<file path="src/rtl/cr_iu_vector_fetch_if.sv">
// rtl/cr_iu_vector_fetch_if.sv - instruction-bus fetch port between the vector fetch controller and the BMU
interface cr_iu_vector_fetch_if #(
   parameter int ADDR_W = 32
);
   logic              ibus_req;
   logic [ADDR_W-1:0] ibus_addr;
   logic              ibus_grnt;
   logic              ibus_data_vld;
   logic              ibus_acc_err;
   logic [ADDR_W-1:0] ibus_rdata;

   modport master (
      output ibus_req,
      output ibus_addr,
      input  ibus_grnt,
      input  ibus_data_vld,
      input  ibus_acc_err,
      input  ibus_rdata
   );

   modport slave (
      input  ibus_req,
      input  ibus_addr,
      output ibus_grnt,
      output ibus_data_vld,
      output ibus_acc_err,
      output ibus_rdata
   );
endinterface

</file>
<file path="src/rtl/cr_iu_vector_fetch.sv">
// rtl/cr_iu_vector_fetch.sv - hardware-vectored interrupt entry fetch controller
// Fetches the handler address from the vector table, retries bus failures, redirects pcgen.
module cr_iu_vector_fetch #(
   parameter int ADDR_W    = 32,
   parameter int ID_W      = 8,
   parameter int RETRY_MAX = 2,
   parameter int TIMEOUT_W = 8
) (
   input  logic                  misc_clk,
   input  logic                  cpurst_b,
   input  logic                  retire_vec_vld_i,
   input  logic                  retire_vec_hv_i,
   input  logic [ID_W-1:0]       retire_vec_id_i,
   input  logic                  wb_ldst_busy_i,
   input  logic                  ifu_ibus_idle_i,
   cr_iu_vector_fetch_if.master  ibus,
   input  logic [ADDR_W-3:0]     cp0_vbr_i,
   input  logic [ADDR_W-3:0]     cp0_err_vbr_i,
   input  logic [TIMEOUT_W-1:0]  cp0_timeout_i,
   input  logic                  pcgen_expt_taken_i,
   output logic                  fetch_mask_o,
   output logic                  ctrl_stall_o,
   output logic                  clk_en_o,
   output logic                  pcgen_chgflw_vld_o,
   output logic [ADDR_W-1:0]     pcgen_addr_o,
   output logic                  pcgen_buf_vbr_o,
   output logic                  cp0_vec_succeed_o,
   output logic                  cp0_vec_err_o,
   output logic [ADDR_W-1:0]     cp0_vec_err_epc_o
);

   localparam int RETRY_W = (RETRY_MAX > 0) ? $clog2(RETRY_MAX + 1) : 1;
   localparam logic [RETRY_W-1:0] RETRY_LIM = RETRY_W'(RETRY_MAX);

   typedef enum logic [3:0] {
      S_IDLE,
      S_NONVEC_WAIT,
      S_NONVEC_IDLE,
      S_BUF,
      S_WAIT_IDLE,
      S_WAIT_GRANT,
      S_WAIT_DATA,
      S_RETRY,
      S_VEC_ERR
   } state_e;

   state_e               state_q, state_d;
   logic [ID_W-1:0]      id_q, id_d;
   logic [ADDR_W-1:0]    entry_q, entry_d;
   logic [RETRY_W-1:0]   retry_q, retry_d;
   logic [TIMEOUT_W-1:0] tmo_cnt_q, tmo_cnt_d;

   logic [ADDR_W-1:0]    vbr_base;
   logic [ADDR_W-1:0]    err_base;
   logic [TIMEOUT_W:0]   tmo_cnt_inc;
   logic [TIMEOUT_W-1:0] tmo_cnt_sat;
   logic                 tmo_hit;
   logic                 fail;

   assign vbr_base    = {cp0_vbr_i, 2'b00};
   assign err_base    = {cp0_err_vbr_i, 2'b00};
   // Compare one bit wider so a saturated counter never aliases back onto the threshold.
   assign tmo_cnt_inc = {1'b0, tmo_cnt_q} + (TIMEOUT_W+1)'(1);
   assign tmo_cnt_sat = (tmo_cnt_q == '1) ? tmo_cnt_q : tmo_cnt_inc[TIMEOUT_W-1:0];
   assign tmo_hit     = (cp0_timeout_i != '0) && (tmo_cnt_inc == {1'b0, cp0_timeout_i});

   assign ibus.ibus_addr    = entry_q;
   assign cp0_vec_err_epc_o = entry_q;
   assign fetch_mask_o      = (state_q != S_IDLE);
   assign ctrl_stall_o      = (state_q != S_IDLE);
   assign clk_en_o          = (state_q != S_IDLE) | retire_vec_vld_i;

   always_comb begin
      state_d            = state_q;
      id_d               = id_q;
      entry_d            = entry_q;
      retry_d            = retry_q;
      tmo_cnt_d          = tmo_cnt_q;
      fail               = 1'b0;
      ibus.ibus_req      = 1'b0;
      pcgen_chgflw_vld_o = 1'b0;
      pcgen_addr_o       = '0;
      pcgen_buf_vbr_o    = 1'b0;
      cp0_vec_succeed_o  = 1'b0;
      cp0_vec_err_o      = 1'b0;

      case (state_q)
         S_IDLE: begin
            if (retire_vec_vld_i) begin
               if (retire_vec_hv_i) begin
                  state_d = S_BUF;
                  id_d    = retire_vec_id_i;
               end else begin
                  state_d = S_NONVEC_WAIT;
               end
            end
         end
         S_NONVEC_WAIT: begin
            if (!wb_ldst_busy_i) state_d = S_NONVEC_IDLE;
         end
         S_NONVEC_IDLE: begin
            if (pcgen_expt_taken_i) begin
               pcgen_chgflw_vld_o = 1'b1;
               pcgen_buf_vbr_o    = 1'b1;
               pcgen_addr_o       = vbr_base;
               state_d            = S_IDLE;
            end
         end
         S_BUF: begin
            entry_d = vbr_base + (ADDR_W'(id_q) << 2);
            retry_d = '0;
            if (!wb_ldst_busy_i) begin
               pcgen_buf_vbr_o = 1'b1;
               state_d         = S_WAIT_IDLE;
            end
         end
         S_WAIT_IDLE: begin
            if (ifu_ibus_idle_i) begin
               ibus.ibus_req = 1'b1;
               tmo_cnt_d     = '0;
               state_d       = ibus.ibus_grnt ? S_WAIT_DATA : S_WAIT_GRANT;
            end
         end
         S_WAIT_GRANT: begin
            ibus.ibus_req = 1'b1;
            if (ibus.ibus_grnt) begin
               tmo_cnt_d = '0;
               state_d   = S_WAIT_DATA;
            end else if (tmo_hit) begin
               fail = 1'b1;
            end else begin
               tmo_cnt_d = tmo_cnt_sat;
            end
         end
         S_WAIT_DATA: begin
            // Valid data outranks a simultaneous error or timeout.
            if (ibus.ibus_data_vld) begin
               pcgen_chgflw_vld_o = 1'b1;
               pcgen_addr_o       = {ibus.ibus_rdata[ADDR_W-1:1], 1'b0};
               cp0_vec_succeed_o  = 1'b1;
               state_d            = S_IDLE;
            end else if (ibus.ibus_acc_err || tmo_hit) begin
               fail = 1'b1;
            end else begin
               tmo_cnt_d = tmo_cnt_sat;
            end
         end
         S_RETRY: begin
            state_d = S_WAIT_IDLE;
         end
         S_VEC_ERR: begin
            pcgen_chgflw_vld_o = 1'b1;
            pcgen_buf_vbr_o    = 1'b1;
            pcgen_addr_o       = err_base;
            cp0_vec_err_o      = 1'b1;
            state_d            = S_IDLE;
         end
         default: begin
            state_d = S_IDLE;
         end
      endcase

      if (fail) begin
         if (retry_q < RETRY_LIM) begin
            retry_d = retry_q + RETRY_W'(1);
            state_d = S_RETRY;
         end else begin
            state_d = S_VEC_ERR;
         end
      end
   end

   always_ff @(posedge misc_clk or negedge cpurst_b) begin
      if (!cpurst_b) begin
         state_q   <= S_IDLE;
         id_q      <= '0;
         entry_q   <= '0;
         retry_q   <= '0;
         tmo_cnt_q <= '0;
      end else begin
         state_q   <= state_d;
         id_q      <= id_d;
         entry_q   <= entry_d;
         retry_q   <= retry_d;
         tmo_cnt_q <= tmo_cnt_d;
      end
   end

endmodule

</file>
<file path="src/flat_wrapper.sv">
// flat-port wrapper written by rule: the top's interface ports become plain ports
module cr_iu_vector_fetch_flat 
#(
   parameter int ADDR_W    = 32,
   parameter int ID_W      = 8,
   parameter int RETRY_MAX = 2,
   parameter int TIMEOUT_W = 8
)
  (misc_clk, cpurst_b, retire_vec_vld_i, retire_vec_hv_i, retire_vec_id_i, wb_ldst_busy_i, ifu_ibus_idle_i, cp0_vbr_i, cp0_err_vbr_i, cp0_timeout_i, pcgen_expt_taken_i, fetch_mask_o, ctrl_stall_o, clk_en_o, pcgen_chgflw_vld_o, pcgen_addr_o, pcgen_buf_vbr_o, cp0_vec_succeed_o, cp0_vec_err_o, cp0_vec_err_epc_o, ibus_ibus_req, ibus_ibus_addr, ibus_ibus_grnt, ibus_ibus_data_vld, ibus_ibus_acc_err, ibus_ibus_rdata);
  cr_iu_vector_fetch_if #(.ADDR_W(ADDR_W)) ibus_i ();
  input  logic misc_clk;
  input  logic cpurst_b;
  input  logic retire_vec_vld_i;
  input  logic retire_vec_hv_i;
  input  logic [ID_W-1:0] retire_vec_id_i;
  input  logic wb_ldst_busy_i;
  input  logic ifu_ibus_idle_i;
  input  logic [ADDR_W-3:0] cp0_vbr_i;
  input  logic [ADDR_W-3:0] cp0_err_vbr_i;
  input  logic [TIMEOUT_W-1:0] cp0_timeout_i;
  input  logic pcgen_expt_taken_i;
  output logic fetch_mask_o;
  output logic ctrl_stall_o;
  output logic clk_en_o;
  output logic pcgen_chgflw_vld_o;
  output logic [ADDR_W-1:0] pcgen_addr_o;
  output logic pcgen_buf_vbr_o;
  output logic cp0_vec_succeed_o;
  output logic cp0_vec_err_o;
  output logic [ADDR_W-1:0] cp0_vec_err_epc_o;
  output wire logic [$bits(ibus_i.ibus_req)-1:0] ibus_ibus_req;
  output wire logic [$bits(ibus_i.ibus_addr)-1:0] ibus_ibus_addr;
  input wire logic [$bits(ibus_i.ibus_grnt)-1:0] ibus_ibus_grnt;
  input wire logic [$bits(ibus_i.ibus_data_vld)-1:0] ibus_ibus_data_vld;
  input wire logic [$bits(ibus_i.ibus_acc_err)-1:0] ibus_ibus_acc_err;
  input wire logic [$bits(ibus_i.ibus_rdata)-1:0] ibus_ibus_rdata;
  assign ibus_ibus_req = ibus_i.ibus_req;
  assign ibus_ibus_addr = ibus_i.ibus_addr;
  assign ibus_i.ibus_grnt = ibus_ibus_grnt;
  assign ibus_i.ibus_data_vld = ibus_ibus_data_vld;
  assign ibus_i.ibus_acc_err = ibus_ibus_acc_err;
  assign ibus_i.ibus_rdata = ibus_ibus_rdata;
  cr_iu_vector_fetch #(.ADDR_W(ADDR_W), .ID_W(ID_W), .RETRY_MAX(RETRY_MAX), .TIMEOUT_W(TIMEOUT_W)) u_core (.misc_clk(misc_clk), .cpurst_b(cpurst_b), .retire_vec_vld_i(retire_vec_vld_i), .retire_vec_hv_i(retire_vec_hv_i), .retire_vec_id_i(retire_vec_id_i), .wb_ldst_busy_i(wb_ldst_busy_i), .ifu_ibus_idle_i(ifu_ibus_idle_i), .ibus(ibus_i), .cp0_vbr_i(cp0_vbr_i), .cp0_err_vbr_i(cp0_err_vbr_i), .cp0_timeout_i(cp0_timeout_i), .pcgen_expt_taken_i(pcgen_expt_taken_i), .fetch_mask_o(fetch_mask_o), .ctrl_stall_o(ctrl_stall_o), .clk_en_o(clk_en_o), .pcgen_chgflw_vld_o(pcgen_chgflw_vld_o), .pcgen_addr_o(pcgen_addr_o), .pcgen_buf_vbr_o(pcgen_buf_vbr_o), .cp0_vec_succeed_o(cp0_vec_succeed_o), .cp0_vec_err_o(cp0_vec_err_o), .cp0_vec_err_epc_o(cp0_vec_err_epc_o));
endmodule
</file>
<file path="config.mk">
export PLATFORM = sky130hd
export DESIGN_NAME = cr_iu_vector_fetch_flat
export DESIGN_NICKNAME = d
export VERILOG_FILES = /design/src/rtl/cr_iu_vector_fetch_if.sv /design/src/rtl/cr_iu_vector_fetch.sv /design/src/flat_wrapper.sv
export SDC_FILE = /design/constraint.sdc
export NUM_CORES = 1
export LEC_CHECK = 0
export ABC_AREA = 0
export BUFFER_PORTS_ARGS = -buffer_cell sky130_fd_sc_hd__buf_2
export CELL_PAD_IN_SITES_DETAIL_PLACEMENT = 0
export CELL_PAD_IN_SITES_GLOBAL_PLACEMENT = 1
export CORE_UTILIZATION = 30
export CTS_BUF_LIST = sky130_fd_sc_hd__clkbuf_8
export DETAILED_ROUTE_END_ITERATION = 12
export GPL_TIMING_DRIVEN = 0
export HOLD_SLACK_MARGIN = 0.06
export MAX_ROUTING_LAYER = met4
export PLACE_DENSITY_LB_ADDON = 0.25
export SLEW_MARGIN = 40
export SYNTH_ARGS = -nofsm -noshare
export SYNTH_HDL_FRONTEND = slang
export SYNTH_SLANG_ARGS = --single-unit
export TNS_END_PERCENT = 20
</file>
<file path="constraint.sdc">
create_clock -name misc_clk -period 3.3 [get_ports misc_clk]
set_clock_uncertainty 0.15 [all_clocks]
set_input_delay 0 -clock misc_clk [delete_from_list [all_inputs] [get_ports misc_clk]]
set_output_delay 0 -clock misc_clk [all_outputs]
set_load 0.005 [all_outputs]
</file>
After elaboration in Yosys (flattened, before gate mapping). Index checks and enable logic that the tools add are counted.

Output and inout bits: 104. Logic and storage cells: 79. Input bits: 118. Bits in registers: 54.

$lt $le $gt $ge: 1. Bitwise gates (word level): 1. Add/sub/neg operators: 3. Muxes and demuxes: 39. Reductions and logical operators: 9. Eq/ne operators: 21.

Operator list (count): 32-bit one-hot mux with 3 select lines (1); 32-bit 2-to-1 mux (2); 8-bit 2-to-1 mux (6); 4-bit 2-to-1 mux (9); 32-bit by 10-bit adder with 32-bit output (1); 4-bit one-hot mux with 8 select lines (1); 8-bit one-hot mux with 3 select lines (1); 3-bit by 2-bit inequality test with 1-bit output (second input constant) (7); 4-bit by 3-bit == test with 1-bit output (second input constant) (4); 1-bit 2-to-1 mux (10); 2-bit 2-to-1 mux (5); 8-bit by 1-bit adder with 9-bit output (second input constant) (1); 9-bit by 8-bit == test with 1-bit output (1); 4-bit by 2-bit == test with 1-bit output (second input constant) (2); 8-bit == test (second input constant) (1); 8-bit nonzero test (1); 7-bit AND reduction (1); 2-bit inequality test (second input constant) (3); 1-bit one-hot mux with 3 select lines (2); 5-bit AND reduction (1); 4-bit by 1-bit == test with 1-bit output (second input constant) (1); 4-bit == test (second input constant) (1); 4-bit logical NOT (1); 1-bit one-hot mux with 2 select lines (2); other kinds (9) (9).

Depth between registers and ports, before layout. Gate-level depths: netlist of the first run.

Word-level depth: 9. Mapped depth: 12.

Worst setup path after synthesis of the first run. No wires, ideal clock.

Path kind: register to register. Start: register u_core.id_q[0]. End: register u_core.entry_q[22], in the netlist u_core.cp0_vec_err_epc_o[22]. Required time: 3.067 ns. Setup time: 0.083 ns. Path slack: 0.753 ns. Arrival: 2.315 ns. Stages on the path, launching flop included: 13. Cell sequence: dfrtp_1 > ha_1 > inv_1 > fa_1 > nor2b_1 > o21ai_0 > a21boi_0 > o21ai_0 > a21oi_1 > clkbuf_1 > o2111ai_1 > xor2_1 > o21ai_0.

Cells in the longest elaborated chain, start to end: 1.

Ends and longest elaborated chain: from (decl) (RTL line cr_iu_vector_fetch.sv:48) `logic [ID_W-1:0] id_q, id_d;`; from (signal assigned) (RTL line cr_iu_vector_fetch.sv:182) `id_q <= id_d;`; 32-bit by 10-bit adder with 32-bit output (RTL line cr_iu_vector_fetch.sv:110) `entry_d = vbr_base + (ADDR_W'(id_q) << 2);`; to (signal assigned) (RTL line cr_iu_vector_fetch.sv:183) `entry_q <= entry_d;`; to (decl) (RTL line cr_iu_vector_fetch.sv:49) `logic [ADDR_W-1:0] entry_q, entry_d;`.

No other way between the ends. A chain may end at the register's enable or synchronous reset.

Final worst setup path of the first run.
Start: register u_core.state_q[1]. End: output pcgen_addr_o[21].

Cells in the longest elaborated chain, start to end: 2.

Ends and longest elaborated chain: from (decl) (RTL line cr_iu_vector_fetch.sv:47) `state_e state_q, state_d;`; from (signal assigned) (RTL line cr_iu_vector_fetch.sv:181) `state_q <= state_d;`; 4-bit == test, or another cell as far along (RTL line cr_iu_vector_fetch.sv:87) `case (state_q)`; 32-bit one-hot mux with 3 select lines (*) (RTL line cr_iu_vector_fetch.sv:87); to (decl) (RTL line flat_wrapper.sv:26) `output logic [ADDR_W-1:0] pcgen_addr_o;`.

Every way passes the cells marked *; elsewhere a longest branch is shown, timed or not.

==> results of run 1 <==
==> sequential cells by signal, indices dropped and copies added (netlist names) <==
name                      cells
u_core.retry_q                2
u_core.tmo_cnt_q              8
u_core.id_q                   8
u_core.cp0_vec_err_epc_o     30
u_core.state_q                4
==> cell type report <==
class,instances,area [sq um]
Clock inverter,2,12.5
Buffer,66,398
Clock buffer,5,68.8
Tap cell,176,220
Inverter,44,165
Multi-Input combinational cell,331,2210
Fill cell,1351,7290
Timing Repair Buffer,259,1520
Sequential cell,52,1300
==> cells by family after synthesis <==
family | count (synthesis) | synth area share
DFF | 52 | 0.321
and+or+nand+nor | 150 | 0.183
muxes | 10 | 0.0272
other | 1 | 0.000925
AOI/OAI and AO/OA | 122 | 0.224
adders and majority gates | 10 | 0.0327
xor gates and xnor gates | 34 | 0.0735
buffers and inverters | 110 | 0.138
==> per-stage QoR <==
stage	setup WS [ps]	power, uW	instances	hold slack, ps	instance area [sq um]
4_1_cts	71.0	3770	935	70.1	5900
3_5_place_dp	207	3330	883	-45.9	5360
6_report	60.5	3750	935	89.4	5900
5_1_grt	-139	4070	935	118	5900
3_3_place_gp	232	3290	883	56.6	5360
2_1_floorplan	753	2430	493	-446	4070
==> synthesized netlist by cell type, types with 2 or more instances <==
library cell	number	area, sq um
and2_1	9	56.3
o2111ai_1	5	43.8
nand3_1	12	60.1
clkbuf_1	24	90.1
or3_1	3	18.8
and4_1	5	43.8
and3_1	11	68.8
o211ai_1	8	60.1
a31o_2	2	17.5
mux2_2	8	90.1
a222oi_1	30	300
inv_1	44	165
o211a_1	2	20.0
dfrtp_1	52	1300
o21bai_1	2	15.0
a31oi_1	5	31.3
ha_1	9	113
nor4_1	3	18.8
xnor2_1	11	96.3
nor3_1	5	25.0
a21o_1	3	22.5
mux2i_1	2	20.0
nand4_1	6	37.5
buf_2	4	20.0
a211oi_1	3	22.5
or2_2	2	12.5
xor2_1	23	201
nand2_1	56	210
buf_4	36	270
nor2_1	24	90.1
a21oi_1	9	45.0
o21ai_0	38	190
nor2b_1	3	18.8
a41oi_1	2	17.5
nand2b_1	6	37.5
==> report_power, final <==
group	total, uW	internal, uW	switching (uW)	leakage [uW]
registers	1140	911	233	0.000641
logic	2240	1120	1120	0.00248
clock network	367	145	222	0.0000400
total	3750	2180	1570	0.00316
==> cell usage in the layout, fill, tap and decap left out, types with 5 or more instances in the layout <==
| cell type | n |
|---|---|
| clkbuf_8 | 5 |
| a31oi_1 | 5 |
| clkbuf_1 | 20 |
| dfrtp_1 | 52 |
| o21ai_0 | 38 |
| and2_1 | 9 |
| o2111ai_1 | 5 |
| nand4_1 | 6 |
| conb_1 | 5 |
| nand3_1 | 12 |
| and3_1 | 11 |
| xor2_1 | 23 |
| ha_1 | 9 |
| inv_1 | 44 |
| a21oi_1 | 7 |
| buf_4 | 37 |
| and4_1 | 5 |
| xnor2_1 | 11 |
| dlygate4sd3_1 | 45 |
| nand2_1 | 56 |
| nor3_1 | 5 |
| mux2_2 | 8 |
| buf_2 | 217 |
| a222oi_1 | 30 |
| o211ai_1 | 8 |
| nor2_1 | 24 |
| nand2b_1 | 6 |
==> per-layer routing <==
layer  up-vias  GRT usage
met5         -          -
met4         0     0.0545
met3        15     0.0328
met2       210      0.357
met1      2213      0.291
li1       2251          -
==> worst register-to-register path, cell delays in order, from the launching register on <==
cell,delay (ps)
dfrtp_1,380
ha_1,180
inv_1,60
fa_1,400
nor2b_1,120
o21ai_0,110
a21boi_1,220
o21ai_0,150
a21oi_2,210
o2111ai_1,170
xor2_1,170
dlygate4sd3_1,560
o21ai_0,130
==> worst max path at each step <==
stage                           start                           end  slack (ps)  cells after the start
finish              u_core.state_q[1]              pcgen_addr_o[21]          60                      9
global route        u_core.state_q[1]              pcgen_addr_o[26]        -140                      9
CTS                 u_core.state_q[1]              pcgen_addr_o[26]          70                      9
detailed placement     u_core.id_q[0]  u_core.cp0_vec_err_epc_o[22]         210                     12
global placement       u_core.id_q[0]  u_core.cp0_vec_err_epc_o[22]         230                     12
floorplan              u_core.id_q[0]  u_core.cp0_vec_err_epc_o[22]         750                     12
==> repair_timing <==
| item | CTS | global route |
|---|---|---|
| endpoints found under the hold margin | 87 | 0 |
| endpoints found under the setup margin | 0 | 33 |
| hold buffers | 45 | 0 |
| gates resized for setup | 0 | 7 |
==> results.txt, run 1 <==
postcts setup bufs -> 0
Die X -> 118 microns
Pleak -> 0.00316 uW
Critical Path AT -> 3090 ps
largest net degree at the start of global routing -> 53
relative slew slack -> 0.454
final-report hold violation count -> 0
initial core utilization -> 0.307
Worst path max stage delay -> 650 ps
Worst EP required -> 3150 ps
Worst Hold Class -> input pin to flop
HPWL Detailed -> 11200 microns
H-tree depth -> 2
Final Setup Violations -> 0
Layout area overhead -> 45.6%
TNS Setup -> 0 ps
Final Max Slew Viols -> 0
Clock Latency Late Sink -> 310 ps
final wirelength -> 15100 microns
n_diodes -> 0
WP buf/inv -> 6
# DRC -> 0
GP Congestion -> 0.842
CTS sink count -> 52
vias in the first global route -> 4539
crit path cell chain -> clkbuf_1 -> inv_1 -> nor2_1 -> and3_1 -> clkbuf_1 -> buf_1 -> a222oi_1 -> inv_1 -> buf_2
hold endpoint -> u_core.cp0_vec_err_epc_o[5]
CP Max Fanout -> 10
startpoint types -> flop
WHS Path Cells -> 5
Post-synth top flop -> dfrtp_1
worst-case reg-to-reg path depth -> 12
clk slew on worst S/H paths -> 100 ps
hold path startpoint -> cp0_vbr_i[3]
period utilization -> 0.982
gr ovfl total -> 0
GRT Overall Usage -> 0.222
first-pass GRT wire length -> 23900 microns
drt via density -> 5.01
crit path time final -> 3240 ps
syn avg cell area -> 8.29 sq um
DR iter-0 viols -> 353
Crit path max-delay family -> buffers and inverters
row count -> 42
Peak supply drop -> 278 uV
Slew @ Worst Pin -> 819 ps
Yosys reg bits -> 52
slowest CP cell -> buf_1
Placeable Area -> 0.0132 sq mm
CTS tree -> built
Netlist Area Pre-Place -> 0.00405 sq mm
top routing layer used -> met4
reg2reg start -> u_core.id_q[0]
Synth cell types -> 57
routed vias -> 4689
met2 WL -> 7010 microns
cell count after synthesis -> 489
fmax -> 0.309 GHz
total of max-cap violations -> 0
Pre-Repair DR Iteration Count -> 9
Critical Path Sink Type -> primary output
Post-Route Utilization -> 0.448
Wirelength per Cell -> 16.2 microns
worst r2r dst -> u_core.cp0_vec_err_epc_o[20]
outcome -> completed
total CTS buffers -> 5
Die ar. -> 0.0140 sq mm
DRT antenna net count -> 0
layout cells sized above 1 -> 0.372
Seq/Total Area, Yosys -> 0.321
I/O Buffers -> 214
Async SR Flop Fraction -> 1.00
Final #Nets -> 887
die span in y -> 118 microns
Crit Path Class -> flop to primary output
initial antenna violation count -> 0
number of synthesized flops with an enable pin -> 0
clock buffer depth -> 2
met3 wire len -> 1040 microns
Metal-1 WL -> 6830 microns
Synth Warn # -> 0
reg-to-reg slack, setup -> 220 ps
RSZ-0062 raised after global routing -> yes
Top Ports -> 222
Root Driver -> clkbuf_8
Power Density -> 635 mW/mm^2
Power figures use the tool's default switching activity.
==> run 2, diff against run 1 <==
MAX_ROUTING_LAYER = default   (was met4)
==> run 2 against run 1 <==
  * Clock-buffer cell count is the same
  * Power is essentially flat
  * Critical path type unchanged
  * Global-route usage fell by 0.63 points
  * Final area is the same
  * Sequential power about the same
  * Critical path depth did not move
  * Routed wire length barely moved
  * Critical endpoint is now pcgen_addr_o[28]
  * Core utilization unchanged
  * First-iteration DRC count increased by 9.1%
  * Die area did not move
  * Non-clock buffer count unchanged
  * Largest cell class unchanged
  * Register-to-register slack hardly changed
==> results.txt, run 2 (synthesis gave the netlist of run 1 again) <==
HPWL Detailed -> 11200 microns
Pre-Repair DR Iteration Count -> 7
Metal-1 WL -> 6820 microns
# DRC -> 0
first-pass GRT wire length -> 23800 microns
final wirelength -> 15100 microns
outcome -> completed
Pint -> 2180 uW
n_diodes -> 0
Tot Pwr -> 3750 uW
TNS Setup -> 0 ps
largest net degree at the start of global routing -> 53
Worst EP required -> 3150 ps
DR iter-0 viols -> 385
Critical Path AT -> 3070 ps
Die ar. -> 0.0140 sq mm
Layout area overhead -> 45.6%
crit path time final -> 3220 ps
gr ovfl total -> 0
final-report hold violation count -> 0
Crit Path Class -> flop to primary output
Critical Path Sink Type -> primary output
GP Congestion -> 0.830
startpoint types -> flop
Die X -> 118 microns
Worst Hold Class -> input pin to flop
clock buffer depth -> 2
max reg flops -> 30
CTS tree -> built
period utilization -> 0.976
Post-Layout Cell Count -> 935
vias in the first global route -> 4541
Power Density -> 635 mW/mm^2
total of max-cap violations -> 0
Root Driver -> clkbuf_8
clk slew on worst S/H paths -> 100 ps
Wirelength per Cell -> 16.1 microns
top routing layer used -> met4
fin worst setup slack -> 80.7 ps
sw frac -> 0.419
RSZ-0062 raised after global routing -> yes
total CTS buffers -> 5
postcts setup bufs -> 0
Final #Nets -> 887
drt via density -> 4.99
GRT Overall Usage -> 0.215
Placed Instances -> 883
die span in y -> 118 microns
Comb pwr share -> 0.597
Sequential Power Share -> 0.305
CTS sink count -> 52
most common cell after layout, fill and taps aside -> buf_2
commonest non-fill, non-tap cells in the layout -> 217 x buf_2, 56 x nand2_1, 52 x dfrtp_1, 45 x dlygate4sd3_1, 44 x inv_1
CP Max Fanout -> 10
Final Setup Violations -> 0
met2 WL -> 7010 microns
pre-CTS setup slack -> 207 ps
DRT antenna net count -> 0
Top Ports -> 222
routed vias -> 4670
initial core utilization -> 0.307
relative slew slack -> 0.458
Final Max Slew Viols -> 0
I/O Buffers -> 214
Clock Latency Late Sink -> 310 ps
Slew @ Worst Pin -> 810 ps
initial antenna violation count -> 0
Pleak -> 0.00316 uW
Peak supply drop -> 277 uV
Placeable Area -> 0.0132 sq mm
fmax -> 0.311 GHz
row count -> 42
clock network power share -> 0.098
met3 wire len -> 1080 microns
switching power -> 1570 uW
layout cells sized above 1 -> 0.372
H-tree depth -> 2
run 2: cell counts in the layout (fill, tap and decap cells not counted):
No cell type changed its count.
run 2: stage by stage:
stage                      util  cell area [sq um]  hold slack (ps)
after floorplan               -               4070             -446
after global placement    0.406               5360             56.6
after detailed placement  0.407               5360            -45.9
after CTS                 0.447               5900             70.1
after global routing      0.448               5900              118
final                     0.448               5900             95.7
run 2: power groups by stage:
stage,clock network (uW),logic [uW],registers (uW)
floorplan,0,1310,1110
global placement,0,2150,1140
detailed placement,0,2170,1160
CTS,388,2230,1150
global route,408,2480,1190
finish,368,2240,1140
run 2: repair_timing:
item,in CTS,in global routing
endpoints found under the hold margin,87,0
endpoints found under the setup margin,0,33
resized for setup,0,7
hold buffers,45,0
run 2: routing by layer:
layer,track usage,up-vias
li1,-,2248
met2,0.357,205
met3,0.0338,12
met1,0.291,2205
met5,0,-
met4,0.0545,0
run 2: final cells by class:
type / count / area [sq um]
Fill cell: 1351 / 7290
Tap cell: 176 / 220
Buffer: 66 / 398
Inverter: 44 / 165
Sequential cell: 52 / 1300
Clock inverter: 2 / 12.5
Timing Repair Buffer: 259 / 1520
Multi-Input combinational cell: 331 / 2210
Clock buffer: 5 / 68.8
run 2: critical path, stage by stage (launching register included):
cell and delay [ps]:
dfrtp_1 330, clkbuf_1 340, inv_1 220, nor2_1 330, and3_1 210, clkbuf_1 290, buf_1 640, a222oi_1 190
inv_1 100, buf_2 110
run 2: worst paths after layout:
path / cells after the start / startpoint / end / slack (ps)
min in group asynchronous: 2 / cpurst_b / u_core.cp0_vec_err_epc_o[22] / 130
worst max-delay path: 9 / u_core.state_q[1] / pcgen_addr_o[28] / 80
max in group asynchronous: 2 / cpurst_b / u_core.retry_q[1] / 2380
worst min register to register: 2 / u_core.cp0_vec_err_epc_o[23] / u_core.cp0_vec_err_epc_o[23] / 370
worst max register to register: 12 / u_core.id_q[0] / u_core.cp0_vec_err_epc_o[20] / 220
worst min-delay path: 5 / cp0_vbr_i[3] / u_core.cp0_vec_err_epc_o[5] / 100
